===== src/rtl/mips_pkg.sv =====
// Shared MIPS encodings and pipeline-controller state type.
package mips_pkg;

    localparam logic [5:0] OP_RTYPE = 6'h00;
    localparam logic [5:0] OP_J     = 6'h02;
    localparam logic [5:0] OP_JAL   = 6'h03;
    localparam logic [5:0] OP_BEQ   = 6'h04;
    localparam logic [5:0] OP_LW    = 6'h23;
    localparam logic [5:0] OP_SW    = 6'h2b;

    localparam logic [5:0] FN_JR    = 6'h08;
    localparam logic [5:0] FN_ADD   = 6'h20;
    localparam logic [5:0] FN_SUB   = 6'h22;

    localparam logic [31:0] HALT_WORD_DEF = 32'hFFFF_FFFF;
    localparam logic [31:0] NOP_WORD      = 32'h0000_0000;

    typedef enum logic [1:0] {
        ST_RUN    = 2'd0,
        ST_DRAIN  = 2'd1,
        ST_HALTED = 2'd2
    } state_t;

    function automatic logic [31:0] enc_rtype(input logic [4:0] rs, input logic [4:0] rt,
                                              input logic [4:0] rd, input logic [5:0] funct);
        return {OP_RTYPE, rs, rt, rd, 5'd0, funct};
    endfunction

endpackage


===== src/rtl/hazard_detect.sv =====
// Load-use detection: EX-stage load whose destination feeds a source of the ID-stage instruction.
module hazard_detect
(
    input  logic       MemtoRegE,
    input  logic       RegWriteE,
    input  logic [4:0] write_reg_E,
    input  logic [4:0] rs_addr_D,
    input  logic [4:0] rt_addr_D,
    output logic       lu
);

    logic w_dest_real;
    logic w_dep;

    // $zero is hard-wired, so a load into it is never a true dependency
    assign w_dest_real = (write_reg_E != 5'd0);
    assign w_dep       = (write_reg_E == rs_addr_D) | (write_reg_E == rt_addr_D);
    assign lu          = MemtoRegE & RegWriteE & w_dest_real & w_dep;

endmodule


===== src/rtl/pipeline_ctrl.sv =====
// Hazard/flush sequencer for the 5-stage pipeline: stalls, flushes, halt drain and run statistics.
//
// state     | meaning
// ST_RUN    | normal execution, hazard priority mux active
// ST_DRAIN  | halt seen in ID, bubbling EX/MEM/WB for DRAIN_CYCLES cycles
// ST_HALTED | pipeline empty, done asserted, counters frozen until reset
module pipeline_ctrl
    import mips_pkg::*;
#(
    parameter int unsigned  DRAIN_CYCLES = 4,
    parameter logic [31:0]  HALT_WORD    = HALT_WORD_DEF,
    parameter int unsigned  CNT_W        = 32
)
(
    input  logic             CLK,
    input  logic             RST_n,
    input  logic [31:0]      instr_D,
    input  logic [4:0]       rs_addr_D,
    input  logic [4:0]       rt_addr_D,
    input  logic             JumpD,
    input  logic             RegWriteE,
    input  logic             MemtoRegE,
    input  logic [4:0]       write_reg_E,
    input  logic             branch_taken_E,
    output logic             StallF,
    output logic             StallD,
    output logic             FlushD,
    output logic             FlushE,
    output logic             done,
    output logic [CNT_W-1:0] cycle_count,
    output logic [CNT_W-1:0] stall_count
);

    localparam int unsigned DCW = $clog2(DRAIN_CYCLES + 1);

    state_t           r_state;
    state_t           w_state_nxt;
    logic [DCW-1:0]   r_drain_cnt;
    logic [DCW-1:0]   w_drain_nxt;
    logic [CNT_W-1:0] r_cycle_cnt;
    logic [CNT_W-1:0] r_stall_cnt;
    logic             r_done;

    logic w_lu;
    logic w_halt;
    logic w_stall_inc;
    logic w_stall_f;
    logic w_stall_d;
    logic w_flush_d;
    logic w_flush_e;

    hazard_detect u_hazard_detect (
        .MemtoRegE   (MemtoRegE),
        .RegWriteE   (RegWriteE),
        .write_reg_E (write_reg_E),
        .rs_addr_D   (rs_addr_D),
        .rt_addr_D   (rt_addr_D),
        .lu          (w_lu)
    );

    assign w_halt = (instr_D == HALT_WORD);

    always_comb begin
        w_state_nxt = r_state;
        w_drain_nxt = r_drain_cnt;
        w_stall_inc = 1'b0;
        w_stall_f   = 1'b0;
        w_stall_d   = 1'b0;
        w_flush_d   = 1'b0;
        w_flush_e   = 1'b0;
        case (r_state)
            ST_RUN: begin
                // taken branch means instr_D is wrong-path, so its hazards and halt are irrelevant
                if (branch_taken_E) begin
                    w_flush_d = 1'b1;
                    w_flush_e = 1'b1;
                end else if (w_lu) begin
                    w_stall_f   = 1'b1;
                    w_stall_d   = 1'b1;
                    w_flush_e   = 1'b1;
                    w_stall_inc = 1'b1;
                end else if (w_halt) begin
                    w_stall_f   = 1'b1;
                    w_flush_d   = 1'b1;
                    w_flush_e   = 1'b1;
                    w_state_nxt = ST_DRAIN;
                    w_drain_nxt = DCW'(1);
                end else if (JumpD) begin
                    w_flush_d = 1'b1;
                end
            end
            ST_DRAIN: begin
                w_stall_f = 1'b1;
                w_flush_d = 1'b1;
                w_flush_e = 1'b1;
                if (r_drain_cnt == DCW'(DRAIN_CYCLES)) begin
                    w_state_nxt = ST_HALTED;
                end else begin
                    w_drain_nxt = r_drain_cnt + DCW'(1);
                end
            end
            ST_HALTED: begin
                w_stall_f = 1'b1;
                w_stall_d = 1'b1;
                w_flush_d = 1'b1;
                w_flush_e = 1'b1;
            end
            default: begin
                w_state_nxt = ST_RUN;
            end
        endcase
    end

    always_ff @(posedge CLK or negedge RST_n) begin
        if (!RST_n) begin
            r_state     <= ST_RUN;
            r_drain_cnt <= '0;
            r_cycle_cnt <= '0;
            r_stall_cnt <= '0;
            r_done      <= 1'b0;
        end else begin
            r_state     <= w_state_nxt;
            r_drain_cnt <= w_drain_nxt;
            r_done      <= (w_state_nxt == ST_HALTED);
            if ((r_state != ST_HALTED) && (r_cycle_cnt != {CNT_W{1'b1}})) begin
                r_cycle_cnt <= r_cycle_cnt + CNT_W'(1);
            end
            if (w_stall_inc && (r_stall_cnt != {CNT_W{1'b1}})) begin
                r_stall_cnt <= r_stall_cnt + CNT_W'(1);
            end
        end
    end

    // reset must silence the pipeline controls even before the state register settles
    assign StallF      = RST_n & w_stall_f;
    assign StallD      = RST_n & w_stall_d;
    assign FlushD      = RST_n & w_flush_d;
    assign FlushE      = RST_n & w_flush_e;
    assign done        = r_done;
    assign cycle_count = r_cycle_cnt;
    assign stall_count = r_stall_cnt;

endmodule

===== config.mk =====
export PLATFORM = sky130hd
export DESIGN_NAME = pipeline_ctrl
export DESIGN_NICKNAME = d
export VERILOG_FILES = /design/src/rtl/mips_pkg.sv /design/src/rtl/hazard_detect.sv /design/src/rtl/pipeline_ctrl.sv
export SDC_FILE = /design/constraint.sdc
export NUM_CORES = 1
export LEC_CHECK = 0
export BUFFER_PORTS_ARGS = -buffer_cell sky130_fd_sc_hd__clkbuf_2
export CAP_MARGIN = 15
export CORE_MARGIN = 4
export CORE_UTILIZATION = 46
export CTS_CLUSTER_DIAMETER = 30
export DETAILED_ROUTE_END_ITERATION = 16
export GPL_TIMING_DRIVEN = 0
export PLACE_DENSITY = 0.8
export SYNTH_ARGS = -nofsm -noshare
export SYNTH_HDL_FRONTEND = slang
export SYNTH_SLANG_ARGS = --single-unit

===== constraint.sdc =====
create_clock -name CLK -period 1.9 [get_ports CLK]
set_input_delay 0.095 -clock CLK [delete_from_list [all_inputs] [get_ports CLK]]
set_output_delay 0.095 -clock CLK [all_outputs]
set_load 0.02 [all_outputs]

==> metrics.txt <==
clk root buf clkbuf_8; RD Place Congestion roughly 0.9; met3 usage 0.0535; post-layout min period 2.07 ns; syn avg cell area between 9 and 10 µm²; R2R Setup Slk -0.17 ns; dpl ws -0.598 ns; Tot Pwr approximately 0.0031 W; status complete, but fails checks; Post-Synth XOR/XNOR Area 0.154; CP Launch Point cycle_count[0]; clock sink count 70; Yosys cell types 55; die width about 100 µm; IR drop worst, VDD approximately 0.00034 V; total routed wirelength ~13000 µm; WS Path Type flop to flop; worst endpoint required time about 2.2 ns; CP max FO 4; clock tree buffer depth 2; DR DRC count 0; Filler cells 500; Post-Route Hold Slack 0.196 ns; Slew Limit Fails 0; first-pass GRT wire length around 19000 µm; Via-to-Cell Ratio roughly 5.6; Placement Rows 33; critical register-to-register path startpoint cycle_count[0]; mux cell area share after synthesis 0.0142; CTS tree yes; max cap viols 0; post-route ant nets 0; sequential share of the synthesized area 0.452; Post-Synth Simple-Gate Area 0.265; final worst path period share 1.09; Syn. warnings 0; worst rel slew slack 0.646; Post-Synth Adder-Cell Area 0.0290; Starting Density 0.472; dominant synthesized flop cell dfrtp_1; Post-synth EDFFs 0; Cell Pwr Density around 490 nW/µm²; drt wl/cell between 15 and 20 µm; GR Util met1 0.273; Startpoint Class flop; HP Class input pin to flop; Cell Area, Synth 3880 µm²; failing checks negative setup slack; R2R depth 9; reg2reg end cycle_count[17]; Clock Skews around 0.017 ns; CTS H-tree lvls 3; RSZ-0062 raised after global routing yes; M2 GR Usage 0.421; fin worst setup slack -0.167 ns; Top Ports ~120; Leak 3.05 nW; largest net degree at the start of global routing 38; total die area 9960 µm²; vias in the first global route 4017; layout cells sized above 1 0.554; Die H roughly 100 µm; Worst Path Arrival 2.33 ns; share of async-settable or async-resettable flops after synthesis 1.00; Syn Nets about 460; antenna cell count 0; Top Usage Layer GRT met2; CP Capture Type flop; clk slew on worst S/H paths roughly 0.07 ns; number of port buffers ~120; CP Capture Point cycle_count[17]; vias just over 4000; Synth Area in Compound Gates 0.0610; final hold viol count 0; core area slightly above 8000 µm²; Layout Nets between 600 and 700; setup TNS -3.04 ns; Syn Inst Count between 300 and 400; total grt overflow 0; CTS buffer count 9; TritonRoute pass-1 iters 4; initial antenna violation count 0; Global Route Usage Sum 0.232; Worst-Margin Slew 0.531 ns; main combinational cell family by area after synthesis simple AND/OR/NAND/NOR gates; #FFs+latches synth 70; worst skew pair latency around 0.35 ns; initial drt markers roughly 230; fmax between 400 and 500 MHz; area grow syn2layout 63.7%; DP Wirelength 7550 µm; final setup fails 47
[layout make-up]
| class | count | area, µm² | share of cell area |
|---|---|---|---|
| Multi-Input combinational cell | 304 | 2710 | 0.427 |
| Sequential cell | 70 | 1780 | 0.281 |
| Timing Repair Buffer | 205 | 1340 | 0.211 |
| Buffer | 4 | 66.3 | 0.0104 |
| Tap cell | 105 | 131 | 0.0207 |
| Clock buffer | 12 | 165 | 0.0260 |
| Clock inverter | 4 | 76.3 | 0.0120 |
| Inverter | 20 | 78.8 | 0.0124 |
[stage by stage]
stage	cells	area, µm²	utilization
final	724	6350	0.772
after global routing	724	6350	0.772
after CTS	682	5660	0.689
after detailed placement	626	4780	0.582
after global placement	625	4760	0.579
after floorplan	399	4020	-
[how the worst min path moves through the flow]
| stage | from | end | slack [ns] | cells past startpoint |
|---|---|---|---|---|
| detailed placement | RST_n | stall_count[2] | 0.12 | 1 |
| finish | branch_taken_E | r_state[1] | 0.20 | 3 |
| global route | branch_taken_E | r_state[1] | 0.21 | 3 |
| global placement | stall_count[9] | stall_count[9] | 0.47 | 1 |
| floorplan | RST_n | cycle_count[0] | -0.20 | 0 |
| CTS | branch_taken_E | r_drain_cnt[0] | 0.19 | 3 |
[what timing repair did]
item | CTS | global route
gates cloned | 1 | 1
hold endpoints to repair | 33 | 0
pin swaps | 23 | 36
hold buffers | 1 | 0
gates resized for setup | 65 | 74
setup buffers | 38 | 43
setup endpoints to repair | 67 | 59
[per-layer routing]
layer	up-vias	wire length, µm
met2	166	7090
met4	0	380
met3	38	844
met5	-	0
li1	1853	-
met1	2026	5030
[cells in the mapped netlist (all sizes together), types with 2 or more instances]
library cell / number / area (µm²)
a21oi: 8 / 40.0
nand2: 42 / 158
or3: 6 / 42.5
nor2b: 3 / 18.8
nor2: 19 / 73.8
o22ai: 2 / 18.8
inv: 20 / 75.1
nand4: 25 / 163
and3: 7 / 43.8
and4: 3 / 26.3
nand3: 26 / 130
nand2b: 3 / 18.8
o311ai: 2 / 25.0
nor3b: 2 / 15.0
o21ai: 5 / 25.0
dfrtp: 70 / 1750
xor2: 33 / 289
ha: 9 / 113
mux2: 4 / 45.0
buf: 2 / 12.5
clkbuf: 3 / 11.3
nor4: 18 / 134
or2: 3 / 18.8
o211ai: 2 / 15.0
o311a: 2 / 20.0
xnor2: 35 / 307
a31oi: 2 / 12.5
a21boi: 2 / 15.0
nor3: 26 / 135
[sequential cells by signal (all words and copies together), names as in the netlist]
register	cells
cycle_count	32
done	1
r_drain_cnt	3
r_state	2
stall_count	32
[power breakdown]
group	internal [W]	total [W]	switching, W
combinational	0.0000831	0.000182	0.0000985
sequential	0.00149	0.00150	0.00000475
clock	0.000852	0.00143	0.000581
total	0.00243	0.00311	0.000685
[cell usage in the layout, fill, tap and decap left out, types with 3 or more instances in the layout]
cell	Yosys	routed
a21oi_1	8	8
xnor2_1	35	34
nor4_1	16	4
or3_4	1	4
nand4_1	24	24
ha_4	0	4
nor2_1	18	11
nand2b_1	3	3
nor4_4	1	12
dfrtp_2	0	25
xor2_1	33	32
and3_1	7	5
nand3_4	0	4
nor3_2	1	9
buf_8	0	3
nand3_1	26	17
nand3_2	0	5
ha_1	9	5
nor3_4	0	14
nor3_1	25	3
o21ai_0	5	5
nor2_4	0	6
buf_4	1	71
inv_1	20	16
buf_6	0	11
nand2_1	42	40
clkbuf_8	0	12
inv_2	0	3
clkbuf_2	0	117
dfrtp_1	70	45
[critical path: stages (launching register included)]
cell,delay (ns)
dfrtp_2,0.43
ha_4,0.16
and3_4,0.17
nand4_1,0.14
buf_4,0.15
nor4_4,0.05
buf_6,0.13
or3b_4,0.42
nor3_4,0.19
xor2_1,0.15
[cells by family after synthesis]
group           count (synthesis)
flops                          70
simple gates                  189
fa+ha+maj                       9
buf+inv                        25
mux                             5
compound gates                 33
xor+xnor                       68
(Power assumes the default switching activity.)
